===== src/rtl/wb_initiator.sv =====
// Single-outstanding Wishbone initiator: host request -> pipelined strobe -> ack/timeout -> one-cycle response.
// Optional: define WB_INITIATOR_POSTED_WRITE_EN to complete writes on strobe acceptance without awaiting ack.
//
// state | meaning
// IDLE  | ready for a host request
// REQ   | strobe asserted, waiting for the responder to take it (stall low)
// WAIT  | strobe taken, waiting for ack or timeout
// RESP  | one-cycle completion pulse to the host
module wb_initiator #(
   parameter int ADDR_W  = 5,
   parameter int DATA_W  = 8,
   parameter int TIMEOUT = 15
) (
   input  logic              wb_clk_i,
   input  logic              wb_reset_n_i,
   input  logic              req_valid_i,
   output logic              req_ready_o,
   input  logic              req_write_i,
   input  logic [ADDR_W-1:0] req_addr_i,
   input  logic [DATA_W-1:0] req_data_i,
   output logic              rsp_valid_o,
   output logic [DATA_W-1:0] rsp_data_o,
   output logic              rsp_error_o,
   output logic              wb_strobe_o,
   output logic              wb_write_o,
   output logic [ADDR_W-1:0] wb_addr_o,
   output logic [DATA_W-1:0] wb_data_o,
   input  logic [DATA_W-1:0] wb_data_i,
   input  logic              wb_ack_i,
   input  logic              wb_stall_i
);

`ifdef WB_INITIATOR_POSTED_WRITE_EN
   localparam bit POSTED_C = 1'b1;
`else
   localparam bit POSTED_C = 1'b0;
`endif

   localparam logic [7:0] TMO_C = 8'(TIMEOUT);

   typedef enum logic [1:0] {S_IDLE, S_REQ, S_WAIT, S_RESP} state_t;

   state_t            r_state, w_state_nxt;
   logic [7:0]        r_cnt, w_cnt_nxt, w_cnt_inc;
   logic              r_ready, w_ready_nxt;
   logic              r_rsp_valid, w_rsp_valid_nxt;
   logic [DATA_W-1:0] r_rsp_data, w_rsp_data_nxt;
   logic              r_rsp_err, w_rsp_err_nxt;
   logic              r_stb, w_stb_nxt;
   logic              r_we, w_we_nxt;
   logic [ADDR_W-1:0] r_addr, w_addr_nxt;
   logic [DATA_W-1:0] r_data, w_data_nxt;
   logic              r_discard, w_discard_nxt;
   logic              w_ack_eff, w_tmo;

   assign w_cnt_inc = (r_cnt == 8'hFF) ? r_cnt : r_cnt + 8'd1;
   assign w_tmo     = (w_cnt_inc >= TMO_C);
   // The late ack belonging to a posted write must not complete the next transfer.
   assign w_ack_eff = wb_ack_i && !r_discard;

   always_comb begin
      w_state_nxt    = r_state;
      w_cnt_nxt      = r_cnt;
      w_stb_nxt      = 1'b0;
      w_rsp_data_nxt = '0;
      w_rsp_err_nxt  = 1'b0;
      w_we_nxt       = r_we;
      w_addr_nxt     = r_addr;
      w_data_nxt     = r_data;
      w_discard_nxt  = r_discard;
      case (r_state)
         S_IDLE: begin
            if (wb_ack_i) w_discard_nxt = 1'b0;
            if (req_valid_i && r_ready) begin
               w_we_nxt    = req_write_i;
               w_addr_nxt  = req_addr_i;
               w_data_nxt  = req_data_i;
               w_cnt_nxt   = '0;
               w_stb_nxt   = 1'b1;
               w_state_nxt = S_REQ;
            end
         end
         S_REQ: begin
            w_cnt_nxt = w_cnt_inc;
            if (!wb_stall_i) begin
               w_discard_nxt = 1'b0;
               if (POSTED_C && r_we) begin
                  w_discard_nxt = !w_ack_eff;
                  w_state_nxt   = S_RESP;
               end else if (w_ack_eff) begin
                  w_rsp_data_nxt = r_we ? '0 : wb_data_i;
                  w_state_nxt    = S_RESP;
               end else if (w_tmo) begin
                  w_rsp_err_nxt = 1'b1;
                  w_state_nxt   = S_RESP;
               end else begin
                  w_state_nxt = S_WAIT;
               end
            end else begin
               if (wb_ack_i) w_discard_nxt = 1'b0;
               if (w_tmo) begin
                  w_rsp_err_nxt = 1'b1;
                  w_state_nxt   = S_RESP;
               end else begin
                  w_stb_nxt = 1'b1;
               end
            end
         end
         S_WAIT: begin
            w_cnt_nxt = w_cnt_inc;
            if (wb_ack_i) begin
               w_rsp_data_nxt = r_we ? '0 : wb_data_i;
               w_state_nxt    = S_RESP;
            end else if (w_tmo) begin
               w_rsp_err_nxt = 1'b1;
               w_state_nxt   = S_RESP;
            end
         end
         S_RESP: begin
            if (wb_ack_i) w_discard_nxt = 1'b0;
            w_state_nxt = S_IDLE;
         end
         default: w_state_nxt = S_IDLE;
      endcase
      w_rsp_valid_nxt = (w_state_nxt == S_RESP);
      w_ready_nxt     = (w_state_nxt == S_IDLE);
   end

   always_ff @(posedge wb_clk_i) begin
      if (!wb_reset_n_i) begin
         r_state     <= S_IDLE;
         r_cnt       <= '0;
         r_ready     <= 1'b0;
         r_rsp_valid <= 1'b0;
         r_rsp_data  <= '0;
         r_rsp_err   <= 1'b0;
         r_stb       <= 1'b0;
         r_we        <= 1'b0;
         r_addr      <= '0;
         r_data      <= '0;
         r_discard   <= 1'b0;
      end else begin
         r_state     <= w_state_nxt;
         r_cnt       <= w_cnt_nxt;
         r_ready     <= w_ready_nxt;
         r_rsp_valid <= w_rsp_valid_nxt;
         r_rsp_data  <= w_rsp_data_nxt;
         r_rsp_err   <= w_rsp_err_nxt;
         r_stb       <= w_stb_nxt;
         r_we        <= w_we_nxt;
         r_addr      <= w_addr_nxt;
         r_data      <= w_data_nxt;
         r_discard   <= POSTED_C && w_discard_nxt;
      end
   end

   assign req_ready_o = r_ready;
   assign rsp_valid_o = r_rsp_valid;
   assign rsp_data_o  = r_rsp_data;
   assign rsp_error_o = r_rsp_err;
   assign wb_strobe_o = r_stb;
   assign wb_write_o  = r_we;
   assign wb_addr_o   = r_addr;
   assign wb_data_o   = r_data;

endmodule


===== config.mk =====
export PLATFORM = sky130hd
export DESIGN_NAME = wb_initiator
export DESIGN_NICKNAME = d
export VERILOG_FILES = /design/src/rtl/wb_initiator.sv
export SDC_FILE = /design/constraint.sdc
export NUM_CORES = 1
export LEC_CHECK = 0
export CAP_MARGIN = 20
export CORE_MARGIN = 2
export CORE_UTILIZATION = 35
export CTS_BUF_LIST = sky130_fd_sc_hd__clkbuf_8
export DETAILED_ROUTE_END_ITERATION = 7
export GPL_TIMING_DRIVEN = 0
export HOLD_SLACK_MARGIN = 0.02
export MAX_ROUTING_LAYER = met4
export PLACE_DENSITY = 0.64
export SLEW_MARGIN = 10
export SYNTH_ARGS = -nofsm -noshare
export SYNTH_HDL_FRONTEND = slang
export SYNTH_SLANG_ARGS = --single-unit

===== constraint.sdc =====
create_clock -name wb_clk_i -period 2.1 [get_ports wb_clk_i]
set_input_delay 0.21 -clock wb_clk_i [delete_from_list [all_inputs] [get_ports wb_clk_i]]
set_output_delay 0.21 -clock wb_clk_i [all_outputs]
set_load 0.05 [all_outputs]

==> metrics.txt <==
# TYPE chip_impl_metric gauge
chip_impl_info{name="outcome",value="completed"} 1
chip_impl_metric{name="layout_min_cycle_time",unit="ns"} 1.971
chip_impl_metric{name="r2r_setup_slack",unit="ns"} 0.13
chip_impl_metric{name="post_drt_wl_per_cell",unit="µm"} 12.79
chip_impl_metric{name="total_via_count_after_detailed_routing",unit=""} 1538
chip_impl_metric{name="report.final.setup_viol",unit=""} 0
chip_impl_metric{name="cts_buffers",unit=""} 5
chip_impl_metric{name="die_height",unit="µm"} 70.90
chip_impl_metric{name="antenna_left",unit=""} 0
chip_impl_metric{name="synth_seq_area_share",unit="%"} 46.01
chip_impl_metric{name="yosys_warnings",unit=""} 0
chip_impl_metric{name="via_count_of_the_first_global_routing_pass",unit=""} 1425
chip_impl_metric{name="layout.cells.non_filler",unit=""} 298
chip_impl_metric{name="timing.slew.headroom",unit="%"} 63.71
chip_impl_metric{name="drive_above_1_share",unit="%"} 9.350
chip_impl_metric{name="postCtsSetupRepairBufs",unit=""} 0
chip_impl_info{name="post_synth_main_area_contributors",value="dfxtp_1, nand2_1, a21oi_1, and2_1, ha_1"} 1
chip_impl_metric{name="drt-initial-drc-count",unit=""} 100
chip_impl_metric{name="tns",unit="ns"} 0
chip_impl_info{name="mostFrequentLayoutCells",value="clkdlybuf4s50_1, nand2_1, dfxtp_1"} 1
chip_impl_metric{name="worstPathArrival",unit="ns"} 2.12
chip_impl_metric{name="yosysTopAreaCellShare",unit="%"} 46.01
chip_impl_metric{name="syn_inst",unit=""} 186
chip_impl_metric{name="tightestPinTransition",unit="ns"} 0.5443
chip_impl_metric{name="final_net_count",unit=""} 276
chip_impl_metric{name="grt_use_met1",unit="%"} 19.31
chip_impl_metric{name="yosys.cell_types.count",unit=""} 35
chip_impl_metric{name="max_freq",unit="MHz"} 507.4
chip_impl_metric{name="final.setup_skew",unit="ns"} 0.004187
chip_impl_info{name="crit_top_cell",value="a2111oi_2"} 1
chip_impl_info{name="layout.cells.most_common",value="clkdlybuf4s50_1"} 1
chip_impl_metric{name="pin_count_of_the_biggest_net_entering_global_routing",unit=""} 12
chip_impl_metric{name="dieWidth",unit="µm"} 70.90
chip_impl_metric{name="antenna_found_initial",unit=""} 0
chip_impl_metric{name="drt_pass1_iterations",unit=""} 5
chip_impl_info{name="worst_setup_path_start_kind",value="register"} 1
chip_impl_metric{name="rows",unit=""} 24
chip_impl_metric{name="start_util",unit="%"} 36.23
chip_impl_metric{name="postSynthRegisterBits",unit=""} 36
chip_impl_metric{name="maxCapViolations",unit=""} 0
chip_impl_metric{name="power-per-cell-area",unit="nW/µm²"} 1015
chip_impl_metric{name="syn_area_per_cell",unit="µm²"} 8.422
chip_impl_metric{name="ir_drop",unit="mV"} 0.3999
chip_impl_metric{name="critPathMaxFanout",unit=""} 7
chip_impl_metric{name="cts_buffer_depth",unit=""} 2
chip_impl_info{name="setup.worst_path.class",value="reg -> reg"} 1
chip_impl_metric{name="syn_nets",unit=""} 217
chip_impl_metric{name="post_synth_instance_area",unit="µm²"} 1567
chip_impl_metric{name="gr-total-overflow",unit=""} 0
chip_impl_info{name="synthDominantAreaCellType",value="dfxtp_1"} 1
chip_impl_metric{name="io_pins",unit=""} 53
chip_impl_metric{name="period_share",unit="%"} 93.84
chip_impl_metric{name="power.static_leakage",unit="nW"} 0.8209
chip_impl_info{name="path_cells",value="ha_2, nand4_1, a2111oi_2, a211oi_1, a221oi_4, a2111oi_2"} 1
chip_impl_metric{name="final-max-slew-violation-count",unit=""} 0
chip_impl_info{name="critical_path.slowest_cell",value="dfxtp_2"} 1
chip_impl_info{name="tritoncts",value="done"} 1
chip_impl_info{name="globalRoute.busiestLayer",value="met2"} 1
chip_impl_metric{name="cp.required",unit="ns"} 2.25
chip_impl_metric{name="antennaDiodeCount",unit=""} 0
chip_impl_metric{name="timing_hold_violations_final",unit=""} 0
chip_impl_metric{name="grt_first_pass_wirelength",unit="µm"} 6499
chip_impl_metric{name="avgViaCountPerCell",unit=""} 5.161
chip_impl_metric{name="cts.sinks",unit=""} 36
chip_impl_metric{name="htreeDepth",unit=""} 2
chip_impl_metric{name="dp_cells",unit=""} 290
chip_impl_metric{name="io_buffers",unit=""} 52
chip_impl_metric{name="post-dp-hpwl",unit="µm"} 2749
chip_impl_metric{name="drt-total-wl",unit="µm"} 3812
chip_impl_info{name="setup.worst_path.end_class",value="register"} 1
chip_impl_metric{name="clock_latency",unit="ns"} 0.29
chip_impl_metric{name="gp_congestion",unit=""} 0.8868
chip_impl_metric{name="cpPeakStageDelay",unit="ns"} 0.40
chip_impl_metric{name="grt.met2_usage",unit="%"} 27.00
chip_impl_metric{name="area_inside_the_core_boundary",unit="µm²"} 4324
chip_impl_metric{name="path_clk_slew",unit="ns"} 0.07
chip_impl_info{name="clk_root_buffer_cell",value="clkbuf_8"} 1
chip_impl_metric{name="drc",unit=""} 0
chip_impl_info{name="grt_setup_unrepaired",value="false"} 1
chip_impl_metric{name="pre_cts_slack",unit="ns"} -0.01119
chip_impl_metric{name="grt_use_met3",unit="%"} 5.271
chip_impl_metric{name="fp.dieArea",unit="µm²"} 5027
chip_impl_metric{name="groute.usage.overall",unit="%"} 16.57
chip_impl_info{name="hold_path_class",value="reg -> reg"} 1
chip_impl_metric{name="fin_ws",unit="ns"} 0.1293
chip_impl_metric{name="syn2layout_area_growth",unit="%"} 46.41
==> state kept, by name, indices dropped and copies added, names as in the netlist <==
name,count
wb_write_o,1
wb_addr_o,5
rsp_error_o,1
rsp_data_o,8
wb_strobe_o,1
rsp_valid_o,1
r_state,2
wb_data_o,8
req_ready_o,1
r_cnt,8
==> worst max-delay path, delay by kind of cell, from the launching register on <==
family,cells,cell delay (ns)
AOI/OAI and AO/OA,4,0.99
DFF,1,0.40
and+or+nand+nor,1,0.19
adders and majority gates,1,0.26
==> cell type report <==
| cell class | instances | area (µm²) |
|---|---|---|
| fill | 416 | 2031 |
| multi-input combinational | 136 | 819.5 |
| sequential | 36 | 723.2 |
| timing repair buffer | 52 | 520.5 |
| clock buffer | 5 | 68.82 |
| tap | 52 | 65.06 |
| clock inverter | 3 | 38.79 |
| inverter | 8 | 30.03 |
| buffer | 6 | 27.53 |
==> synthesized netlist by cell type <==
library cell / number
nand2_1: 38
dfxtp_1: 36
a21oi_1: 24
nor2_1: 11
and2_1: 8
inv_1: 8
o21ai_0: 8
a211oi_1: 5
a31oi_1: 4
clkbuf_1: 4
ha_1: 4
nand3_1: 4
nor3_1: 4
nand4_1: 3
a2111oi_2: 2
and3_1: 2
and4_4: 2
buf_2: 2
a21o_1: 1
a221oi_1: 1
a221oi_4: 1
a22o_1: 1
a22o_4: 1
a22oi_1: 1
mux2_2: 1
mux2i_1: 1
nand3b_1: 1
nor3b_1: 1
nor4_1: 1
nor4b_1: 1
o21a_1: 1
o21ai_1: 1
o21bai_1: 1
o22ai_1: 1
or3_1: 1
==> metrics by stage <==
stage	total power [mW]	instance area (µm²)	utilization, %	hold slack (ns)
after floorplan	1.427	1567	-	0.3261
after global placement	1.693	2152	49.77	0.4416
after detailed placement	1.695	2152	49.77	0.4467
after CTS	2.304	2270	52.49	0.4552
after global routing	2.484	2293	53.04	0.4710
final	2.328	2293	53.04	0.4542
==> cell families after synthesis <==
logic type               share of synthesized area, %
AND/OR/NAND/NOR                                 23.24
multiplexers                                    1.358
AO/OA/AOI/OAI                                   22.69
flip-flops                                      46.01
adder cells (fa/ha/maj)                         3.195
buffers and inverters                           3.514
==> what timing repair did <==
| item | CTS | global route |
|---|---|---|
| resized for setup | 2 | 7 |
| hold buffers | 0 | 0 |
| setup endpoints to repair | 9 | 8 |
==> power breakdown <==
part | internal (mW) | leakage [nW] | switching [mW]
Combinational | 0.342 | 0.469 | 0.590
Sequential | 0.757 | 0.293 | 0.0482
Clock | 0.347 | 0.0593 | 0.243
Total | 1.45 | 0.821 | 0.882
==> layer usage <==
metal	up-vias	wire length (µm)
met5	-	0
met4	0	54
met3	6	322
met2	65	1768
met1	697	1666
li1	770	-
==> final timing paths <==
| kind | start | depth (start not counted) | to |
|---|---|---|---|
| setup / recovery | r_cnt[1]$_SDFFE_PN0P_ | 6 | rsp_valid_o$_SDFF_PN0_ |
| hold / removal | wb_data_o[2]$_SDFFE_PN0P_ | 2 | wb_data_o[2]$_SDFFE_PN0P_ |
| setup reg to reg | r_cnt[1]$_SDFFE_PN0P_ | 6 | rsp_valid_o$_SDFF_PN0_ |
| hold reg to reg | wb_data_o[2]$_SDFFE_PN0P_ | 2 | wb_data_o[2]$_SDFFE_PN0P_ |
Power figures use the tool's default switching activity.
